### config.mk
export PLATFORM = sky130hd
export DESIGN_NAME = apu_frame_counter
export DESIGN_NICKNAME = d
export VERILOG_FILES = /design/src/rtl/apu_frame_counter.sv
export SDC_FILE = /design/constraint.sdc
export NUM_CORES = 1
export LEC_CHECK = 0
export CAP_MARGIN = 20
export CELL_PAD_IN_SITES_DETAIL_PLACEMENT = 2
export CELL_PAD_IN_SITES_GLOBAL_PLACEMENT = 2
export CORE_ASPECT_RATIO = 1.25
export CORE_MARGIN = 3
export CORE_UTILIZATION = 28
export CTS_CLUSTER_SIZE = 14
export DETAILED_ROUTE_END_ITERATION = 16
export PLACE_DENSITY = 0.84
export RECOVER_POWER = 25
export SYNTH_ARGS = -nofsm -noshare
export SYNTH_HDL_FRONTEND = slang
export SYNTH_SLANG_ARGS = --single-unit
export TNS_END_PERCENT = 50
### constraint.sdc
create_clock -name clk -period 3 [get_ports clk]
set_input_delay 0.3 -clock clk [delete_from_list [all_inputs] [get_ports clk]]
set_output_delay 0.3 -clock clk [all_outputs]
set_load 0.02 [all_outputs]
### src/rtl/apu_frame_counter.sv
// rtl/apu_frame_counter.sv - APU frame sequencer: $4017 mode/inhibit, $4015 frame IRQ, quarter/half-frame pulses
// Optional macro APU_FRAME_PAL_EN selects PAL step counts instead of NTSC.
module apu_frame_counter #(
   parameter logic [15:0] ADDR_CTRL = 16'h4017,
   parameter logic [15:0] ADDR_STAT = 16'h4015
) (
   input  logic        clk,
   input  logic        reset,
   input  logic        cpu_en,
   input  logic [15:0] addr,
   input  logic        rw,
   input  logic [7:0]  data_in,
   output logic [7:0]  data_out,
   output logic        data_oe,
   output logic        irq_n,
   output logic        qframe,
   output logic        hframe
);

`ifdef APU_FRAME_PAL_EN
   localparam logic [15:0] STEP1    = 16'd8313;
   localparam logic [15:0] STEP2    = 16'd16627;
   localparam logic [15:0] STEP3    = 16'd24939;
   localparam logic [15:0] STEP4_M0 = 16'd33252;
   localparam logic [15:0] STEP4_M1 = 16'd41565;
`else
   localparam logic [15:0] STEP1    = 16'd7457;
   localparam logic [15:0] STEP2    = 16'd14913;
   localparam logic [15:0] STEP3    = 16'd22371;
   localparam logic [15:0] STEP4_M0 = 16'd29828;
   localparam logic [15:0] STEP4_M1 = 16'd37281;
`endif
   localparam logic [15:0] LAST_M0 = STEP4_M0 + 16'd1;

   logic [15:0] cnt;
   logic        mode;
   logic        inhibit;
   logic        flag;

   logic        ctrl_wr;
   logic        stat_rd;
   logic        step_q;
   logic        step_h;
   logic        set_ev;
   logic        wrap;
   logic        flag_next;

   assign ctrl_wr  = cpu_en && !rw && (addr == ADDR_CTRL);
   assign stat_rd  = cpu_en && rw && (addr == ADDR_STAT);
   assign data_oe  = rw && (addr == ADDR_STAT);
   assign data_out = {1'b0, data_oe & flag, 6'b000000};

   always_comb begin
      step_h = (cnt == STEP2) || (cnt == (mode ? STEP4_M1 : STEP4_M0));
      step_q = step_h || (cnt == STEP1) || (cnt == STEP3);
      set_ev = !mode && !inhibit && ((cnt == STEP4_M0) || (cnt == LAST_M0));
      wrap   = mode ? (cnt == STEP4_M1) : (cnt == LAST_M0);
   end

   // A coinciding set beats the read-clear; a CTRL write beats everything.
   always_comb begin
      flag_next = flag;
      if (cpu_en) begin
         if (ctrl_wr) begin
            if (data_in[6])
               flag_next = 1'b0;
         end else if (set_ev) begin
            flag_next = 1'b1;
         end else if (stat_rd) begin
            flag_next = 1'b0;
         end
      end
   end

   always_ff @(posedge clk) begin
      if (reset) begin
         cnt     <= 16'd0;
         mode    <= 1'b0;
         inhibit <= 1'b0;
         flag    <= 1'b0;
         irq_n   <= 1'b1;
         qframe  <= 1'b0;
         hframe  <= 1'b0;
      end else begin
         qframe <= 1'b0;
         hframe <= 1'b0;
         flag   <= flag_next;
         irq_n  <= ~flag_next;
         if (cpu_en) begin
            if (ctrl_wr) begin
               mode    <= data_in[7];
               inhibit <= data_in[6];
               cnt     <= 16'd0;
               qframe  <= data_in[7];
               hframe  <= data_in[7];
            end else begin
               cnt    <= wrap ? 16'd0 : cnt + 16'd1;
               qframe <= step_q;
               hframe <= step_h;
            end
         end
      end
   end

endmodule
==> results list <==
- In this run the deepest clock path goes through 2 buffers.
- Number of global-route vias before repair: 1493
- Final sum of negative setup slack: 0 ns
* Hold Crit Class: flop to flop
- Period Utilization, post-route: 0.903
- The floorplan step defined a die boundary enclosing 5670 sq um.
- Cell family with the largest share of critical-path delay: buffers and inverters
- Signed area change from the synthesized netlist to the final layout: 26.2%
- The analysis attributes to cell leakage a power of 0.000617 uW.
- Global Route met3 Usage: 0.0203
* Number of enable-type register cells in the synthesized netlist: 0
- The tree is rooted in a clkbuf_8.
* Number of remaining DRC errors: 0
* Critical path's largest stage delay: 0.61 ns
- The number of antenna violations at the first check in global routing was 0.
* R2r endpoint: hframe
- Portion of total power attributed to the clock network: 0.437
- 40 I/O pins were placed.
- Final RePlAce weighted congestion: 0.805
* Share of total power in combinational logic: 0.105
- Highest net fanout along the worst path: 2
- Routed wire per std cell: 17.1 um
- At the placement stage, the worst setup path has a slack of 0.302 ns.
* Max-slew violation count: 0
- Fraction of met1 tracks used by global routing: 0.182
* Core Area: 4530 sq um
* Number of port buffers: 26
- Once layout is complete, the cells apart from fillers number 249.
- Number of cells on the critical path: 6
- Entering global routing, the biggest net connects 17 pins.
* Largest cells by area after synthesis: dfxtp_1, nor2_1, xor2_1, nand4_1, buf_4
- The initial utilization of the core area, before any placement, comes to 0.297.
- Chip Height: 83.4 um
* Internal: 509 uW
- HPWL after DPL: 3320 um
- The repair_antennas step left the layout with diodes totalling 0.
* Post-layout total power: 654 uW
* Power density over cell area: 386 nW/um^2
* Routed wire length: 4270 um
- Most frequent cells in the layout: nor2_1, dfxtp_1, clkdlybuf4s50_1
* Violation count after the first detailed-route iteration: 38
- In the final design database the tool counted 223 nets.
* Number of maximum-capacitance violations: 0
- Total setup violations reported at the end of the flow: 0
- Total of cells resized after clock tree synthesis: 0
- Worst setup path endpoint: data_out[6]
- TritonCTS built the clock tree.
- Type of destination of the critical path: output pin
- Num Clock Sinks: 22
- Number of standard-cell rows in the floorplan: 27
- STA puts the critical path data required time at 2.70 ns.
- Via/cell ratio: 5.19
- In this run, CTS created clock tree buffers numbering 3.
- In this run the worst setup path begins at addr[2].
- Traced cell by cell, the critical path runs through dlygate4sd3_1, nor4bb_1, and4b_1, and3_1, and2_1, clkdlybuf4s50_1.
* Fraction of final layout cells sized beyond drive strength 1: 0.0576
- Switching Share: 0.221
- Netlist area before placement: 1340 sq um
* Most instantiated flip-flop cell in the synthesis netlist: dfxtp_1
- Buffers & Inverters on Critical Path: 2
- In this run the mean area of a mapped cell was 8.09 sq um.
- Once detail routing completed, the nets flagged for antenna violations numbered 0.
- Global route total overflow: 0
* R2R setup slack: 1.03 ns
- The setup path with the least slack is of type input pin to output pin.
* Number of buffers inserted by hold repair at cts: 0
- The number of hold-slack violations in the final timing report is 0.
* RSZ-0062 raised after global routing: false
- Leading cell type in the layout, fill and taps excluded: nor2_1
- Final period demand of the worst path: 2.71 ns
- For the worst-skew pair, the clock arrives at the later sink with an insertion delay of 0.27 ns.
* Met2 usage in global routing: 0.303
* Cell with the largest stage delay on the worst path: clkdlybuf4s50_1
* Logic depth of the worst register-to-register path: 5
* Switching power total: 145 uW
- Of the synthesized area, sequential elements account for 0.328.
* VDD IR-drop max: 0.154 mV
- The filler cells instantiated in the layout total 531.
- Placement Cell Area: 1630 sq um
* H-tree lvl count: 1
- The netlist uses 44 different library cells.
- Number of placed instances, taps included: 245
- Synthesis inferred 22 register bits.
- Yosys warning count: 0
- Width of the die: 67.9 um
* Clock Pin Slew Worst Setup and Hold Paths: 0.08 ns
- Most Crowded Layer GR: met2
- The worst setup path is launched from an input pin.
- The clock arrives with 0.00275 ns of skew.
- The cell count after synthesis came out at 166.
- The first detailed-routing pass took 4 iterations.
- The first global-routing pass estimated 7170 um of wire.
* Startpoint of the worst-slack reg-to-reg timing path: cnt[10]
- Cell type with the highest aggregate area in the netlist: dfxtp_1
- Final Instance Area: 1690 sq um
- Run status: complete, no violations
* Overall fraction of global-route tracks in use: 0.165
* Data arrival time of the critical path: 2.41 ns
- The share of total power dissipated in sequential elements is 0.458.
- Static timing analysis puts the maximum clock frequency at 369 MHz.
- Proportion of register bits with asynchronous set or reset after synthesis: 0
* Post-CTS setup repair buffer count: 0
* Via Count: 1292
- Top-area cell type share of the netlist area: 0.328
* Minimum setup slack in the final design: 0.292 ns
## layout make-up
cell class	instances	area [sq um]	area share
Multi-Input combinational cell	133	823	0.486
Inverter	5	18.8	0.0111
Timing Repair Buffer	27	268	0.158
Clock inverter	1	30.0	0.0177
Tap cell	58	72.6	0.0428
Sequential cell	22	440	0.260
Clock buffer	3	41.3	0.0244
## cells by family (layout without fill, tap and decap cells)
| logic type | count (synthesis) | count (layout) | share of synthesized area |
|---|---|---|---|
| buf+inv | 17 | 36 | 0.0708 |
| simple gates | 91 | 91 | 0.384 |
| xor+xnor | 15 | 15 | 0.0979 |
| flops | 22 | 22 | 0.328 |
| fa+ha+maj | 3 | 3 | 0.0280 |
| compound gates | 15 | 15 | 0.0736 |
| mux | 2 | 2 | 0.0149 |
| other cells | 1 | 7 | 0.00279 |
## layer usage
layer / routed length, um / share of wire / vias up
li1: - / - / 622
met5: 0 / 0 / -
met3: 166 / 0.039 / 5
met1: 1620 / 0.38 / 633
met2: 2400 / 0.56 / 32
met4: 75 / 0.018 / 0
## Yosys cell counts, types with 2 or more instances
cell	instances
nor2_1	28
dfxtp_1	22
nand2_1	12
xor2_1	11
nand4_1	10
buf_4	8
a21oi_1	5
and3_1	5
inv_1	5
nor4_1	5
nand3_1	4
nor2b_1	4
xnor2_1	4
clkbuf_1	3
ha_1	3
and4b_1	2
mux2i_1	2
nand3b_1	2
nand4bb_1	2
nor3_1	2
nor4b_1	2
nor4bb_1	2
o21ai_0	2
## tightest hold or removal path: stages (launching register included)
cell and delay, ns:
dfxtp_1 0.34, mux2i_1 0.07, nor2_1 0.08
## how the worst min path moves through the flow
stage | from | end | cells after the start
2_1_floorplan | reset | flop | 1
3_3_place_gp | inhibit | inhibit | 2
3_5_place_dp | inhibit | inhibit | 2
4_1_cts | inhibit | inhibit | 2
5_1_grt | inhibit | inhibit | 2
6_report | inhibit | inhibit | 2
## power by group through the flow
| stage | registers [uW] | logic (uW) | clock network, uW |
|---|---|---|---|
| final | 300 | 68.8 | 286 |
| after CTS | 300 | 70.4 | 293 |
| after global routing | 301 | 76.5 | 302 |
| after floorplan | 305 | 38.9 | 0 |
| after detailed placement | 307 | 70.1 | 0 |
| after global placement | 306 | 66.1 | 0 |
## stage by stage
stage          hold WS (ns)  utilization
3_3_place_gp          0.496        0.360
6_report              0.521        0.374
3_5_place_dp          0.512        0.360
2_1_floorplan         0.369            -
5_1_grt               0.579        0.374
4_1_cts               0.532        0.376
## state kept, by name, summed over array words and instances (netlist names), named ones only
name and count:
hframe 1, irq_n 1, inhibit 1, cnt 16
mode 1, qframe 1
Power figures use the tool's default switching activity.
==> variant 1: new RTL, same settings <==
Register the inputs `cpu_en`, `addr`, `rw` and `data_in` before use. The logic sees them one clock later.
--- a/src/rtl/apu_frame_counter.sv
+++ b/src/rtl/apu_frame_counter.sv
@@ -34,2 +34,14 @@
 
+   logic cpu_en_q;
+   logic [15:0] addr_q;
+   logic rw_q;
+   logic [7:0] data_q;
+
+   always_ff @(posedge clk) begin
+      cpu_en_q <= cpu_en;
+      addr_q   <= addr;
+      rw_q     <= rw;
+      data_q   <= data_in;
+   end
+
    logic [15:0] cnt;
@@ -47,5 +59,5 @@
 
-   assign ctrl_wr  = cpu_en && !rw && (addr == ADDR_CTRL);
-   assign stat_rd  = cpu_en && rw && (addr == ADDR_STAT);
-   assign data_oe  = rw && (addr == ADDR_STAT);
+   assign ctrl_wr  = cpu_en_q && !rw_q && (addr_q == ADDR_CTRL);
+   assign stat_rd  = cpu_en_q && rw_q && (addr_q == ADDR_STAT);
+   assign data_oe  = rw_q && (addr_q == ADDR_STAT);
    assign data_out = {1'b0, data_oe & flag, 6'b000000};
@@ -62,5 +74,5 @@
       flag_next = flag;
-      if (cpu_en) begin
+      if (cpu_en_q) begin
          if (ctrl_wr) begin
-            if (data_in[6])
+            if (data_q[6])
                flag_next = 1'b0;
@@ -88,9 +100,9 @@
          irq_n  <= ~flag_next;
-         if (cpu_en) begin
+         if (cpu_en_q) begin
             if (ctrl_wr) begin
-               mode    <= data_in[7];
-               inhibit <= data_in[6];
+               mode    <= data_q[7];
+               inhibit <= data_q[6];
                cnt     <= 16'd0;
-               qframe  <= data_in[7];
-               hframe  <= data_in[7];
+               qframe  <= data_q[7];
+               hframe  <= data_q[7];
             end else begin
Formal check against the unedited RTL: not equivalent (a bounded check fails within 4 cycles, from zero or initial values and one cycle with reset high).
==> variant 1 against the unedited design <==
  * Sequential cell count up 20
  * Critical path type is now flop to output port
  * Wire length down 0.96%
  * Power up 66%
  * Cell area up 25%
  * Setup slack better by 0.032 ns
  * Utilization down 1.6 points
  * Synthesized area up 30%
  * Clock skew up 0.0065 ns
  * Largest power group unchanged
==> variant 1: results (changes against the unedited design) <==
metric	value	unit	change
port bufs	26		unchanged
gp weighted congestion	0.717		was 0.805
status	complete, no violations		unchanged
H-tree levels	2		was 1
final net count	235		was 223
routed len/inst	14.7	um	was 17.1 um
pre-CTS setup slack	0.453	ns	was 0.302 ns
TritonRoute pass-1 iters	4		unchanged
FFs w/ async S/R, synth	0		unchanged
worst r2r src	addr_q[9]		was cnt[10]
Synth top cells by count	dfxtp_1 (42), nor2_1 (18), nand2_1 (11), xor2_1 (11), nor3_1 (9)		was nor2_1 (28), dfxtp_1 (22), nand2_1 (12)
sequential share of the synthesized area	0.480		was 0.328
WHS Path Cells	1		was 2
WP data arrival	2.38	ns	was 2.41 ns
vias in the first global route	1500		was 1493
Ys Warns	0		unchanged
DR WL met3	162	um	was 166 um
Critical Path Max Stage Delay	0.60	ns	
RR Endpoint	cnt[3]		was hframe
Max VDD drop	0.000268	V	was 0.000154 V
Root Buffer	clkbuf_8		unchanged
final setup vio count	0		unchanged
Crit-path slowest cell	clkdlybuf4s50_1		unchanged
number of synthesized flops with an enable pin	0		unchanged
leakage power	0.788	nW	was 0.617 nW
pin count of the biggest net entering global routing	16		was 17
ratio of cells with drive above 1 in the final layout	0.0780		was 0.0576
post-detail-place hpwl	3170	um	was 3320 um
fillers	650		was 531
CTS Buf Count	5		was 3
wl on met1	1650	um	was 1620 um
wire length on met2	2360	um	was 2400 um
total gr overflow	0		unchanged
reg2reg setup slack	0.77	ns	was 1.03 ns
Hold Path Class	input port to flop		was flop to flop
Primary FF master, synth	dfxtp_1		unchanged
clock latency at the later pin of the worst-skew pair	0.30	ns	was 0.27 ns
iteration-0 DRC count of the detailed router	67		was 38
Clock Tree Buf Depth	2		unchanged
Tot GR Track Use	0.125		was 0.165
clk_skew	0.00923	ns	was 0.00275 ns
ANT cells	0		unchanged
Via density	4.74		was 5.19
hold_sp	addr[2]		was inhibit
crit path max fanout	5		was 2
initial antenna violation count	0		unchanged
Hold EP	addr_q[2]		was inhibit
synth top area cells	dfxtp_1 (48%), xor2_1 (5.5%), nor2_1 (3.9%)		was dfxtp_1 (33%), nor2_1 (7.8%), xor2_1 (7.2%)
Top Layer Used	met4		unchanged
Worst-path clk slew	0.08	ns	about the same
Netlist cell types	42		was 44
Reg2Reg Depth	6		was 5
wire length of the first global-routing pass	7110	um	was 7170 um
## variant 1: cell count changes after synthesis, moves of 3 or more
| cell | change |
|---|---|
| dfxtp_1 | +20 |
| o21ai_0 | +3 |
| clkbuf_1 | -3 |
| nor2_1 | -10 |
| nor2b_1 | -3 |
| nor4_1 | -3 |
| nor3_1 | +7 |
| nand4_1 | -3 |
## variant 1: repair_timing
action / in CTS / in global routing
endpoints found under the hold margin: 0 / 0
setup buffers: 0 / 0
resized for setup: 0 / 1
setup endpoints to repair: 0 / 1
## variant 1: stage by stage
| stage | hold slack, ns | util | std cells | instance area, um2 |
|---|---|---|---|---|
| after floorplan | 0.328 | - | 183 | 1770 |
| after global placement | 0.454 | 0.338 | 279 | 2010 |
| after detailed placement | 0.462 | 0.338 | 279 | 2010 |
| after CTS | 0.433 | 0.357 | 287 | 2120 |
| after global routing | 0.442 | 0.358 | 287 | 2120 |
| final | 0.442 | 0.358 | 287 | 2120 |
## variant 1: layout make-up
class,instances,share of cell area
multi-input combinational,124,0.372
tap,82,0.0483
inverter,5,0.00884
sequential,42,0.396
clock inverter,2,0.0177
timing repair buffer,26,0.123
clock buffer,6,0.0342
## variant 1: per-layer routing
metal	track usage	vias to the layer above
met5	0	-
met4	0.0408	0
met3	0.0334	6
met2	0.251	28
met1	0.123	671
li1	-	655
## variant 1: where the power goes
part           internal, W  switching (W)   total, W
Sequential        0.000574      0.0000118   0.000586
Clock             0.000248       0.000193   0.000441
Combinational    0.0000314      0.0000262  0.0000576
Total             0.000854       0.000231    0.00108
## variant 1: how the worst max path moves through the flow
stage | endpoint | startpoint | slack, ns
CTS | data_out[6] | addr_q[9] | 0.10
global placement | data_out[6] | addr_q[9] | 0.64
detailed placement | data_out[6] | addr_q[9] | 0.45
finish | data_out[6] | addr_q[9] | 0.32
floorplan | data_out[6] | addr_q[9] | 1.02
global route | data_out[6] | addr_q[9] | 0.1
## variant 1: kinds of logic (layout without fill, tap and decap cells)
kind of cell	count (synthesis)	after routing	synth area share
AOI/OAI and AO/OA	19	19	0.0771
xor gates and xnor gates	14	14	0.0700
and+or+nand+nor	81	81	0.265
DFF	42	42	0.480
buffers and inverters	17	39	0.0843
adders and majority gates	3	3	0.0214
other	1	7	0.00214
## variant 1: worst max-delay path: cells and delay by family (launching register included)
family        cells  cell delay [ns]
simple gates      4             1.16
flops             1             0.30
buf+inv           1             0.60
==> variant 2: new RTL, same flow settings <==
Made on the original files. Build with the macro `APU_FRAME_PAL_EN` defined.
--- a/src/rtl/apu_frame_counter.sv
+++ b/src/rtl/apu_frame_counter.sv
@@ -2,2 +2,4 @@
 // Optional macro APU_FRAME_PAL_EN selects PAL step counts instead of NTSC.
+`define APU_FRAME_PAL_EN
+
 module apu_frame_counter #(
Formal check against the unedited RTL: same outputs for any inputs over 10 cycles, from zero or initial values and one cycle with reset high; that may be too few to reach the edited logic, so the function may still have changed.
==> variant 2 against the unedited design <==
  * Worst hold slack lost 0.012 ns
  * Sequential power is essentially flat
  * Synthesized cell count grew 3.0%
  * Synthesized area grew 5.4%
  * Setup slack gained 0.011 ns
  * Power shrank 11%
  * Cell area grew 3.0%
  * Critical endpoint unchanged
  * Clock power shrank 23%
  * Register-to-register slack lost 0.24 ns
  * Sequential cell count is the same
  * Wire length shrank 0.59%
==> variant 2: results (changes against the unedited design) <==
metric	value	unit	change
Synth Area in Adders	0.0265		was 0.0280
wire length of the first global-routing pass	7110	um	was 7170 um
Ys Warns	0		unchanged
leakage power	0.556	nW	was 0.617 nW
post-synthesis xor/xnor area fraction	0.0681		was 0.0979
Synth top cells by count	dfxtp_1 (22), nor3_1 (18), nand2_1 (12), nor2_1 (12)		was nor2_1 (28), dfxtp_1 (22), nand2_1 (12)
synth top area cells	dfxtp_1 (31%), nor3_1 (6.4%), buf_4 (3.7%)		was dfxtp_1 (33%), nor2_1 (7.8%), xor2_1 (7.2%)
vias in the first global route	1479		was 1493
post-detail-place hpwl	3260	um	was 3320 um
pin count of the biggest net entering global routing	22		was 17
ANT cells	0		unchanged
sequential share of the synthesized area	0.311		was 0.328
gp weighted congestion	0.746		was 0.805
Max VDD drop	0.000133	V	was 0.000154 V
routed len/inst	16.8	um	was 17.1 um
Tot GR Track Use	0.150		was 0.165
post-synthesis mux area share	0.0141		was 0.0149
Netlist cell types	48		was 44
Compound-Gate Fraction of Synth Area	0.111		was 0.0736
ratio of cells with drive above 1 in the final layout	0.0674		was 0.0576
final net count	225		was 223
status	complete, no violations		unchanged
iteration-0 DRC count of the detailed router	51		was 38
crit path max fanout	4		was 2
Vias	1373		was 1292
Reg2Reg Depth	6		was 5
WP data arrival	2.40	ns	
clk_skew	0.00387	ns	was 0.00275 ns
## variant 2: stage by stage
step / power [W] / cell area (um2) / utilization / worst slack, ns / instances
after floorplan: 0.000340 / 1440 / - / 1.13 / 177
after global placement: 0.000368 / 1690 / 0.353 / 0.421 / 249
after detailed placement: 0.000371 / 1690 / 0.353 / 0.295 / 249
after CTS: 0.000591 / 1750 / 0.364 / 0.285 / 253
after global routing: 0.000607 / 1750 / 0.364 / 0.150 / 253
final: 0.000583 / 1750 / 0.364 / 0.303 / 253
## variant 2: report_power, final
group	total, W	switching [W]	leakage [nW]	internal [W]
combinational	0.0000630	0.0000291	0.349	0.0000339
sequential	0.000300	0.00000593	0.178	0.000294
clock	0.000220	0.000103	0.0288	0.000117
total	0.000583	0.000138	0.556	0.000445
## variant 2: worst reg2reg max path: stages, from the launching register on
cell      delay [ns]
dfxtp_1         0.36
or4b_4          0.58
nor4_2          0.34
o21ai_2         0.17
a21boi_2        0.35
buf_4           0.22
nor3_1          0.06
## variant 2: routing by layer
layer / GRT usage / part of all wire / up-vias
met3: 0.0154 / 0.038 / 7
met2: 0.288 / 0.53 / 43
met1: 0.168 / 0.41 / 671
met4: 0.0533 / 0.020 / 0
met5: 0 / 0 / -
li1: - / - / 652
## variant 2: worst paths after layout
check | start | endpoint | slack [ns]
setup reg to reg | cnt[14] | cnt[7] | 0.79
setup / recovery | addr[14] | data_out[6] | 0.30
hold / removal | flop | flop | 0.51
hold reg to reg | flop | flop | 0.51
## variant 2: area by class of cell
cell class | count | area [um2]
Tap cell | 60 | 75.1
Fill cell | 532 | 3050
Clock buffer | 4 | 55.1
Inverter | 5 | 18.8
Multi-Input combinational cell | 133 | 877
Sequential cell | 22 | 440
Timing Repair Buffer | 29 | 279
